File: src/rtl/prga.sv
// ARC4 pseudo-random generation stage: walks ct[], evolves S, writes pt[] = keystream ^ ct.
// Single-port memories with one-cycle read latency; all outputs are registered.
module prga (
  input  logic       clk,
  input  logic       rst_n,
  input  logic       en,
  output logic       rdy,
  output logic [7:0] s_addr,
  input  logic [7:0] s_rddata,
  output logic [7:0] s_wrdata,
  output logic       s_wren,
  output logic [7:0] ct_addr,
  input  logic [7:0] ct_rddata,
  output logic [7:0] pt_addr,
  input  logic [7:0] pt_rddata,
  output logic [7:0] pt_wrdata,
  output logic       pt_wren
);

  typedef enum logic [3:0] {
    IDLE, RD_LEN, LAT_LEN, WR_LEN,
    RD_I, LAT_I, RD_J, LAT_J, WR_I, WR_J, RD_PAD, LAT_PAD, WR_PT
  } state_t;

  state_t     state_q;
  logic       rdy_q;
  logic [7:0] s_addr_q, s_wrdata_q, ct_addr_q, pt_addr_q, pt_wrdata_q;
  logic       s_wren_q, pt_wren_q;
  logic [7:0] i_q, j_q, k_q, len_q, si_q, sj_q, ctk_q;

  logic [7:0] i_d, j_d, k_d, pad_addr_d;
  logic       unused_pt;

  assign unused_pt = ^pt_rddata;

  always_comb begin
    i_d        = i_q + 8'd1;
    j_d        = j_q + s_rddata;
    k_d        = k_q + 8'd1;
    pad_addr_d = si_q + sj_q;
  end

  // Addresses are loaded on the transition into each RD_* state so that the
  // read data is valid in the following LAT_* state.
  always_ff @(posedge clk) begin
    if (!rst_n) begin
      state_q     <= IDLE;
      rdy_q       <= 1'b1;
      s_addr_q    <= '0;
      s_wrdata_q  <= '0;
      s_wren_q    <= 1'b0;
      ct_addr_q   <= '0;
      pt_addr_q   <= '0;
      pt_wrdata_q <= '0;
      pt_wren_q   <= 1'b0;
      i_q         <= '0;
      j_q         <= '0;
      k_q         <= '0;
      len_q       <= '0;
      si_q        <= '0;
      sj_q        <= '0;
      ctk_q       <= '0;
    end else begin
      case (state_q)
        IDLE: begin
          if (en) begin
            rdy_q     <= 1'b0;
            i_q       <= '0;
            j_q       <= '0;
            k_q       <= '0;
            ct_addr_q <= '0;
            state_q   <= RD_LEN;
          end
        end
        RD_LEN: state_q <= LAT_LEN;
        LAT_LEN: begin
          len_q       <= ct_rddata;
          pt_addr_q   <= '0;
          pt_wrdata_q <= ct_rddata;
          pt_wren_q   <= 1'b1;
          state_q     <= WR_LEN;
        end
        WR_LEN: begin
          pt_wren_q <= 1'b0;
          if (len_q == '0) begin
            rdy_q   <= 1'b1;
            state_q <= IDLE;
          end else begin
            k_q      <= 8'd1;
            i_q      <= i_d;
            s_addr_q <= i_d;
            state_q  <= RD_I;
          end
        end
        RD_I: state_q <= LAT_I;
        LAT_I: begin
          si_q      <= s_rddata;
          j_q       <= j_d;
          s_addr_q  <= j_d;
          ct_addr_q <= k_q;
          state_q   <= RD_J;
        end
        RD_J: state_q <= LAT_J;
        LAT_J: begin
          sj_q       <= s_rddata;
          ctk_q      <= ct_rddata;
          s_addr_q   <= i_q;
          s_wrdata_q <= s_rddata;
          s_wren_q   <= 1'b1;
          state_q    <= WR_I;
        end
        WR_I: begin
          s_addr_q   <= j_q;
          s_wrdata_q <= si_q;
          state_q    <= WR_J;
        end
        WR_J: begin
          s_wren_q <= 1'b0;
          s_addr_q <= pad_addr_d;
          state_q  <= RD_PAD;
        end
        RD_PAD: state_q <= LAT_PAD;
        LAT_PAD: begin
          pt_addr_q   <= k_q;
          pt_wrdata_q <= s_rddata ^ ctk_q;
          pt_wren_q   <= 1'b1;
          state_q     <= WR_PT;
        end
        WR_PT: begin
          pt_wren_q <= 1'b0;
          if (k_q == len_q) begin
            rdy_q   <= 1'b1;
            state_q <= IDLE;
          end else begin
            k_q      <= k_d;
            i_q      <= i_d;
            s_addr_q <= i_d;
            state_q  <= RD_I;
          end
        end
        default: state_q <= IDLE;
      endcase
    end
  end

  assign rdy       = rdy_q;
  assign s_addr    = s_addr_q;
  assign s_wrdata  = s_wrdata_q;
  assign s_wren    = s_wren_q;
  assign ct_addr   = ct_addr_q;
  assign pt_addr   = pt_addr_q;
  assign pt_wrdata = pt_wrdata_q;
  assign pt_wren   = pt_wren_q;

endmodule
File: config.mk
export PLATFORM = sky130hd
export DESIGN_NAME = prga
export DESIGN_NICKNAME = d
export VERILOG_FILES = /design/src/rtl/prga.sv
export SDC_FILE = /design/constraint.sdc
export NUM_CORES = 1
export LEC_CHECK = 0
export ABC_AREA = 1
export BUFFER_PORTS_ARGS = -buffer_cell sky130_fd_sc_hd__buf_4
export CORE_ASPECT_RATIO = 1.1
export CORE_MARGIN = 4
export CORE_UTILIZATION = 60
export CTS_BUF_LIST = sky130_fd_sc_hd__clkbuf_8
export DETAILED_ROUTE_END_ITERATION = 7
export PLACE_DENSITY = 0.81
export SYNTH_ARGS = -nofsm -noshare
export SYNTH_HDL_FRONTEND = slang
export SYNTH_SLANG_ARGS = --single-unit
File: constraint.sdc
create_clock -name clk -period 2.4 [get_ports clk]
set_input_delay 0.12 -clock clk [delete_from_list [all_inputs] [get_ports clk]]
set_output_delay 0.12 -clock clk [all_outputs]
set_load 0.02 [all_outputs]
==> impl_metrics.yaml <==
status:
  run_status: "complete, no violations"
timing:
  whs_ns: 0.00157
  final.min_clock_period_ns: 1.94
  timing.slew.headroom_pct: 53.9
  drv_slew: 0
  setup_total_negative_slack_ns: 0
  setup_viol: 0
  max_freq_ghz: 0.516
  fin_skew_ns: 0.0170
  final-hold-violation-count: 0
  rsz0062_at_grt: "no"
  max_slew.worst_pin.slew_ns: 0.688
  finalCritPeriodShare_pct: 80.8
placed_design:
  hpwl_um: 10300
  port_buffers: 61
  dpl_cell_area_um2: 5850
  globalplace.congestion: 0.928
power_and_ir_drop:
  peakVddDrop_mv: 0.321
  cellPowerDensity_nw_per_um2: 543
  total_leakage_power_nw: 2.75
  overall_power_mw: 3.32
synth:
  synth.cell_area_um2: 5290
  number_of_storage_elements_in_the_synthesis_netlist: 103
  synth_top_area_share_pct: 39.0
  synth_fp_nets: 813
  synth.avg_cell_area_um2: 6.89
  synth_top_area_cell: "sky130_fd_sc_hd__dfxtp_1"
  synthCells: 768
  synth.yosys.warnings: 0
  netlist_top_cells_area: "sky130_fd_sc_hd__dfxtp_1 (39%), sky130_fd_sc_hd__nand2_1 (17%), sky130_fd_sc_hd__a21oi_1 (6.3%)"
  part_of_the_yosys_area_used_for_sequential_elements_pct: 39.0
  count_of_different_cell_masters_after_synthesis: 39
die:
  num_io_pins: 70
  die_width_um: 97.5
  chipHeight_um: 106
  start_util_pct: 62.3
  core-area_um2: 8500
  std_cell_rows: 35
  die_outline_area_um2: 10400
final_layout:
  finish.utilization_pct: 71.9
  num_antenna_cells: 0
  finalNetCount: 874
  area_growth_syn_to_layout_pct: 15.6
  layout-drive-gt1-share_pct: 14.7
  final_cell_area_um2: 6110
clock_network:
  cts.htree.levels: 3
  cts-root-buf: "sky130_fd_sc_hd__clkbuf_8"
  post-cts-setup-buffers: 0
  numClockSinks: 103
  cts_inserted_buffers: 9
  worst_setup_hold_path_clk_slew_ns: 0.10
  cts_tree: "yes"
  clk_latency_ns: 0.39
  maximum_clock_path_buffer_count: 2
grt:
  pin_count_of_the_biggest_net_entering_global_routing: 38
  grt_pass1_vias: 4991
  grt_pass1_wl_um: 23200
  grt_overflow_total: 0
  grt.total_usage_pct: 27.1
  antenna_found_initial: 0
route:
  drc: 0
  route.vias.total: 5244
  route.detailed.wl_per_inst_um: 14.7
  firstDrtPassIters: 5
  detail-route-antenna-nets: 0
  routed_wl_um: 13900
  drtIter0Drc: 260
  routed_via_density: 5.55
critical_path:
  setup.worst_path.class: "reg2reg"
  worst_setup_path_end_kind: "flop"
  timing.reg2reg.setup_slack_ns: 0.46
  timing.critical_path.from_type: "flop"
  worst-endpoint-arrival_ns: 2.20
  path_max_fanout: 4
  cp_data_required_time_ns: 2.66
min_path:
  hp_class: "in2reg"
flow_run:
  timing.max_cap.violations: 0
## synthesized netlist by cell type, drive strengths merged
| cell type | count |
|---|---|
| xor2 | 12 |
| o211ai | 2 |
| o22ai | 2 |
| dfxtp | 103 |
| o21ai | 37 |
| buf | 16 |
| nand4 | 7 |
| inv | 78 |
| o311ai | 1 |
| fa | 2 |
| nor3b | 2 |
| clkbuf | 13 |
| a211oi | 1 |
| a31oi | 13 |
| nand3b | 2 |
| xnor2 | 7 |
| nand3 | 42 |
| or2 | 3 |
| a21oi | 71 |
| ha | 16 |
| nor3 | 6 |
| o21a | 2 |
| nand2 | 249 |
| nor2 | 81 |
## flip-flops by register name, summed over array words and instances, names as in the netlist, 8 cells and up
name and cells:
k_q 8, si_q 8, ctk_q 8, pt_wrdata 8, ct_addr 8, j_q 8, sj_q 8, pt_addr 8
s_addr 8, i_q 8, len_q 8, s_wrdata 8
## logic make-up (layout without fill, tap and decap cells)
group,after synthesis,after routing,share of synthesized area [%]
DFF,103,103,39.0
adders and majority gates,18,18,4.54
and+or+nand+nor,392,392,31.7
xor gates and xnor gates,19,19,3.15
AOI/OAI and AO/OA,129,129,13.3
buffers and inverters,107,173,8.40
## metal layers
metal	global-route usage (%)	vias to the layer above	routed length, µm
met1	32.6	2419	5580
met5	0	-	0
met4	10.3	0	401
met3	5.91	43	982
li1	-	2572	-
met2	47.2	210	6900
## report_power, final
| part | internal, mW | switching, mW |
|---|---|---|
| clock | 0.600 | 0.646 |
| combinational | 0.108 | 0.209 |
| sequential | 1.73 | 0.0259 |
| total | 2.44 | 0.881 |
## area by class of cell
class	instances	area [µm²]
clock buffers	9	124
well taps	111	139
flip-flops and latches	103	2060
fillers	696	2380
clock inverters	7	101
multi-input cells	558	2780
repair buffers	79	603
inverters	78	300
## stage by stage
| step | cells | setup slack, ns |
|---|---|---|
| 6_report | 945 | 0.461 |
| 5_1_grt | 945 | 0.306 |
| 4_1_cts | 945 | 0.512 |
| 3_5_place_dp | 925 | 0.543 |
| 3_3_place_gp | 925 | 0.532 |
| 2_1_floorplan | 768 | 0.715 |
## worst max-delay path, stage by stage, from the launching register on
cell and delay [ns]:
sky130_fd_sc_hd__dfxtp_1 0.34, sky130_fd_sc_hd__ha_1 0.25, sky130_fd_sc_hd__fa_1 0.43, sky130_fd_sc_hd__or2_2 0.31, sky130_fd_sc_hd__nand3_1 0.09, sky130_fd_sc_hd__nand4_1 0.13
sky130_fd_sc_hd__o21ai_1 0.18, sky130_fd_sc_hd__a21oi_1 0.08
## cells in the final DEF, fill, tap and decap left out, types with 13 or more instances in the layout
master,Yosys,layout
sky130_fd_sc_hd__o21ai_0,36,36
sky130_fd_sc_hd__nor2_1,76,76
sky130_fd_sc_hd__buf_4,1,75
sky130_fd_sc_hd__nand2_1,241,241
sky130_fd_sc_hd__a21oi_1,67,67
sky130_fd_sc_hd__a31oi_1,13,13
sky130_fd_sc_hd__nand3_1,39,39
sky130_fd_sc_hd__inv_1,71,70
sky130_fd_sc_hd__dfxtp_1,103,103
sky130_fd_sc_hd__ha_1,16,16
## what timing repair did
action | CTS | global route
hold buffers | 4 | 0
endpoints found under the hold margin | 4 | 0
setup endpoints to repair | 0 | 0
resized for setup | 0 | 0
## path summary, 6_finish.rpt
path,from,endpoint,depth (start not counted)
max,si_q[0],s_addr[2],7
min,ct_rddata[1],ctk_q[1],3
max reg2reg,si_q[0],s_addr[2],7
min reg2reg,pt_addr[6],pt_addr[6],2
Note: power is estimated with default switching activity, not from simulation.
